==> config.mk <==
export PLATFORM = sky130hd
export DESIGN_NAME = store_narrow
export DESIGN_NICKNAME = d
export VERILOG_FILES = /design/src/rtl/store_narrow.sv
export SDC_FILE = /design/constraint.sdc
export NUM_CORES = 1
export LEC_CHECK = 0
export BUFFER_PORTS_ARGS = -buffer_cell sky130_fd_sc_hd__buf_2
export CAP_MARGIN = 30
export CORE_UTILIZATION = 45
export CTS_CLUSTER_SIZE = 25
export DETAILED_ROUTE_END_ITERATION = 7
export PLACE_DENSITY = 0.74
export SLEW_MARGIN = 20
export SYNTH_ARGS = -nofsm -noshare
export SYNTH_HDL_FRONTEND = slang
export SYNTH_SLANG_ARGS = --single-unit
==> constraint.sdc <==
create_clock -name clk -period 1.99 [get_ports clk]
set_clock_uncertainty 0.15 [all_clocks]
set_input_delay 0.2985 -clock clk [delete_from_list [all_inputs] [get_ports clk]]
set_output_delay 0.2985 -clock clk [all_outputs]
set_load 0.02 [all_outputs]
==> src/rtl/store_narrow.sv <==
// Store-data narrowing stage: places a byte/half/word/dword into its byte lanes,
// flags misalignment and signed overflow, and counts overflowing stores.
module store_narrow (
    input  logic        clk,
    input  logic        reset_n,
    input  logic        in_valid,
    output logic        in_ready,
    input  logic [63:0] in_data,
    input  logic [1:0]  in_size,
    input  logic [2:0]  in_addr_lo,
    output logic        out_valid,
    input  logic        out_ready,
    output logic [63:0] out_wdata,
    output logic [7:0]  out_wstrb,
    output logic        out_ovf,
    output logic        out_misalign,
    output logic [15:0] ovf_cnt,
    input  logic        ovf_clr
);

    logic        accept;
    logic [63:0] dmask;
    logic [7:0]  bmask;
    logic        ovf_d;
    logic        mis_d;
    logic [63:0] wdata_d;
    logic [7:0]  wstrb_d;

    assign in_ready = !out_valid || out_ready;
    assign accept   = in_valid && in_ready;

    // Overflow: every bit from the sign bit upward must match.
    always_comb begin
        dmask = '0;
        bmask = '0;
        ovf_d = 1'b0;
        mis_d = 1'b0;
        unique case (in_size)
            2'd0: begin
                dmask = 64'h0000_0000_0000_00FF;
                bmask = 8'h01;
                ovf_d = !((&in_data[63:7]) || !(|in_data[63:7]));
            end
            2'd1: begin
                dmask = 64'h0000_0000_0000_FFFF;
                bmask = 8'h03;
                ovf_d = !((&in_data[63:15]) || !(|in_data[63:15]));
                mis_d = in_addr_lo[0];
            end
            2'd2: begin
                dmask = 64'h0000_0000_FFFF_FFFF;
                bmask = 8'h0F;
                ovf_d = !((&in_data[63:31]) || !(|in_data[63:31]));
                mis_d = |in_addr_lo[1:0];
            end
            default: begin
                dmask = '1;
                bmask = 8'hFF;
                mis_d = |in_addr_lo;
            end
        endcase
    end

    always_comb begin
        wdata_d = '0;
        wstrb_d = '0;
        if (!mis_d) begin
            wdata_d = (in_data & dmask) << {in_addr_lo, 3'b000};
            wstrb_d = bmask << in_addr_lo;
        end
    end

    always_ff @(posedge clk or negedge reset_n) begin
        if (!reset_n) begin
            out_valid    <= 1'b0;
            out_wdata    <= '0;
            out_wstrb    <= '0;
            out_ovf      <= 1'b0;
            out_misalign <= 1'b0;
        end else if (accept) begin
            out_valid    <= 1'b1;
            out_wdata    <= wdata_d;
            out_wstrb    <= wstrb_d;
            out_ovf      <= ovf_d;
            out_misalign <= mis_d;
        end else if (out_ready) begin
            out_valid    <= 1'b0;
        end
    end

    always_ff @(posedge clk or negedge reset_n) begin
        if (!reset_n) begin
            ovf_cnt <= '0;
        end else if (ovf_clr) begin
            ovf_cnt <= '0;
        end else if (accept && ovf_d && ovf_cnt != 16'hFFFF) begin
            ovf_cnt <= ovf_cnt + 16'd1;
        end
    end

endmodule

==> key figures <==
Clock tree
  • CTS tree: done
  • Root Buffer: clkbuf_16
  • Num Clock Sinks: 91
  • CTS max path bufs: 2
  • CTS H-Tree Depth: 3
  • TritonCTS Buffers: 9
  • Clk_lat worst skew: 350 ps
  • CTS clock-pin slew for the worst setup and hold paths: 70 ps

Critical path
  • Worst R2R Start: out_valid
  • CP max-delay cell: dfrtp_2
  • CP Launch Type: register
  • RR Endpoint: ovf_cnt[12]
  • CP delay by family, top: compound AO/OA/AOI/OAI gates
  • CP Capture Point: ovf_cnt[12]
  • Critical-path cell list: nand2b_4 -> nand2_2 -> o31a_1 -> a311oi_4 -> a21oi_4 -> buf_12 -> or4_4 -> a21oi_2
  • FF-to-FF setup slack: -260 ps
  • Critical path depth: 8
  • CP Class: reg -> reg
  • Reg2Reg Depth: 8
  • CP max FO: 7
  • Largest stage delay on the critical path: 430 ps
  • Critical Path End Type: register
  • CP required: 2120 ps
  • Arr. time, crit path: 2380 ps
  • Critical path origin: out_valid
  • Buffers & Inverters on Critical Path: 1

Die
  • Die width: 113 um
  • Die H: 113 um
  • Initial core utilization: 0.462
  • Die Footprint: 12,800 sq um
  • Num ports: 166
  • Cell row count: 40
  • Core box area: 12,000 sq um

Timing
  • WHS: 57.6 ps
  • Final Hold Fails: 0
  • Count of final max-slew check failures: 0
  • Fmax: 444 MHz
  • Setup total negative slack: -3100 ps
  • Period minus WS final: 2250 ps
  • Slew HR: 0.561
  • Slew @ Worst Pin: 651 ps
  • Final worst slack: -265 ps
  • Setup violators final: 16
  • RSZ-0062 raised after global routing: true
  • Final worst path period share: 1.13

Synth
  • Mapped Area: 5550 sq um
  • Mean post-synth cell area: 8.66 sq um
  • Most common cell in the netlist: nand2_1
  • Post-synth top cells: nand2_1 (104), dfrtp_1 (91), o21ai_0 (70)
  • Synth cell types: 45
  • Yosys reg bits: 91
  • Synth area leader: dfrtp_1
  • Share of the synthesized area in the top cell type: 0.410
  • FFs w/ async S/R, synth: 1.00
  • Largest cells by area after synthesis: dfrtp_1 (41%), a22o_1 (7.4%), nand2_1 (7.0%)
  • Syn Nets: 716
  • Post-synthesis cell count: 641
  • Ys Warns: 0
  • Synth Flop Type: dfrtp_1
  • EDFF count, synth: 0
  • Seq/Total Area, Yosys: 0.410

Global route
  • Initial antenna violation count: 0
  • Total GRT Usage: 0.340
  • Largest net degree at the start of global routing: 45
  • First-pass GRT wire length: 33,300 um
  • Number of global-route vias before repair: 6,251
  • Total global routing overflow: 0

Layout
  • Antenna cells: 0
  • Layout cell share with drive strength beyond 1: 0.415
  • Final Non-Filler Cells: 1,074
  • Finished layout cell area: 8090 sq um
  • Fin nets: 997
  • Area grow syn2layout: 45.8%
  • Fillers: 1,005

Route
  • ANT nets after route: 0
  • Post-Route WL: 21,600 um
  • Drt first pass iters: 5
  • Routed vias/inst: 5.91
  • DRC Markers: 0
  • Iter 0 DRT Violations: 639
  • Via count: 6,346
  • Routed len/inst: 20.1 um

Flow run
  • Max Cap Viol: 0

Status
  • Status: complete, but fails checks
  • Failing checks: negative setup slack

Power and ir drop
  • Cell area power density: 653 nW/um^2
  • Worst VDD drop: 0.401 mV
  • Lkg Pwr: 4.01 nW
  • Total power draw: 5.28 mW

Place
  • Detailed placement HPWL: 16,400 um
  • Dpl cells: 1,048
  • PortBufs: 165
  • Post-Place Cell Area: 7560 sq um
  • GP Congestion: 0.971

Worst hold path
  • Min-Delay Path Class: in -> reg
[metal layers]
layer  vias up  global-route usage  wire (um)
met1      3028               0.445       9050
met2       305               0.545      10200
met4         0               0.171        948
li1       2946                   -          -
met5         -                   0          0
met3        67              0.0568       1390
[power breakdown]
group          switching (mW)  total, mW  internal [mW]
Combinational           0.795       1.38          0.583
Sequential             0.0684       2.03           1.96
Clock                   0.764       1.87           1.11
[cells in the final DEF (no fill, tap or decap), types with 3 or more instances in the layout]
| master | synthesis | final |
|---|---|---|
| nor3_1 | 5 | 3 |
| or3_1 | 13 | 12 |
| xor2_1 | 3 | 3 |
| a21oi_1 | 37 | 34 |
| mux2i_1 | 25 | 25 |
| a211oi_1 | 10 | 9 |
| nor2_1 | 45 | 44 |
| a21oi_2 | 2 | 3 |
| dfrtp_1 | 91 | 88 |
| buf_12 | 0 | 5 |
| clkbuf_16 | 0 | 9 |
| nand4_1 | 21 | 21 |
| o31ai_1 | 4 | 3 |
| o22ai_1 | 8 | 8 |
| nand2_1 | 104 | 103 |
| a22o_1 | 47 | 47 |
| nand3_1 | 3 | 3 |
| mux2_2 | 23 | 23 |
| a22oi_1 | 21 | 21 |
| buf_4 | 0 | 147 |
| and2_1 | 14 | 13 |
| buf_2 | 4 | 164 |
| nor4_1 | 17 | 14 |
| o21ai_1 | 0 | 7 |
| dfrtp_2 | 0 | 3 |
| a21oi_4 | 0 | 3 |
| o21ai_0 | 70 | 63 |
[kinds of logic after synthesis]
logic type / count (synthesis) / synth area share
AOI/OAI and AO/OA: 212 / 0.253
xor gates and xnor gates: 4 / 0.00631
adders and majority gates: 1 / 0.00225
buffers and inverters: 52 / 0.0401
DFF: 91 / 0.410
muxes: 48 / 0.0917
and+or+nand+nor: 233 / 0.196
[timing repair]
action                                  4_1_cts  5_1_grt
gates cloned                                  2        0
resized for setup                            10       13
pin swaps                                     8        7
endpoints found under the setup margin       13       16
hold endpoints to repair                     29        0
hold buffers                                  1        0
buffers inserted                              6        2
[flip-flops by register name, indices dropped and copies added (netlist names)]
name,cells
out_wdata,64
ovf_cnt,16
out_wstrb,8
out_misalign,1
out_ovf,1
out_valid,1
[final cells by class]
class | instances | area [sq um] | area share
Clock inverter | 7 | 98.8 | 0.0122
Sequential cell | 91 | 2280 | 0.282
Inverter | 2 | 7.51 | 0.000928
Multi-Input combinational cell | 499 | 3220 | 0.397
Clock buffer | 9 | 225 | 0.0278
Timing Repair Buffer | 319 | 2080 | 0.257
Tap cell | 147 | 184 | 0.0227
[metrics by stage]
step	utilization	worst slack (ps)
2_1_floorplan	-	-203
4_1_cts	0.667	-215
3_3_place_gp	0.630	-259
3_5_place_dp	0.630	-311
5_1_grt	0.674	-326
6_report	0.674	-265
[worst min-delay path by stage]
stage	from	to	slack, ps	cells past startpoint
final	in_valid	out_valid	60	2
after global routing	in_valid	out_valid	50	2
after CTS	in_valid	out_valid	40	2
after detailed placement	reset_n	ovf_cnt[10]	120	1
after global placement	reset_n	ovf_cnt[12]	110	1
after floorplan	reset_n	out_misalign	-150	0
Power figures use the tool's default switching activity.
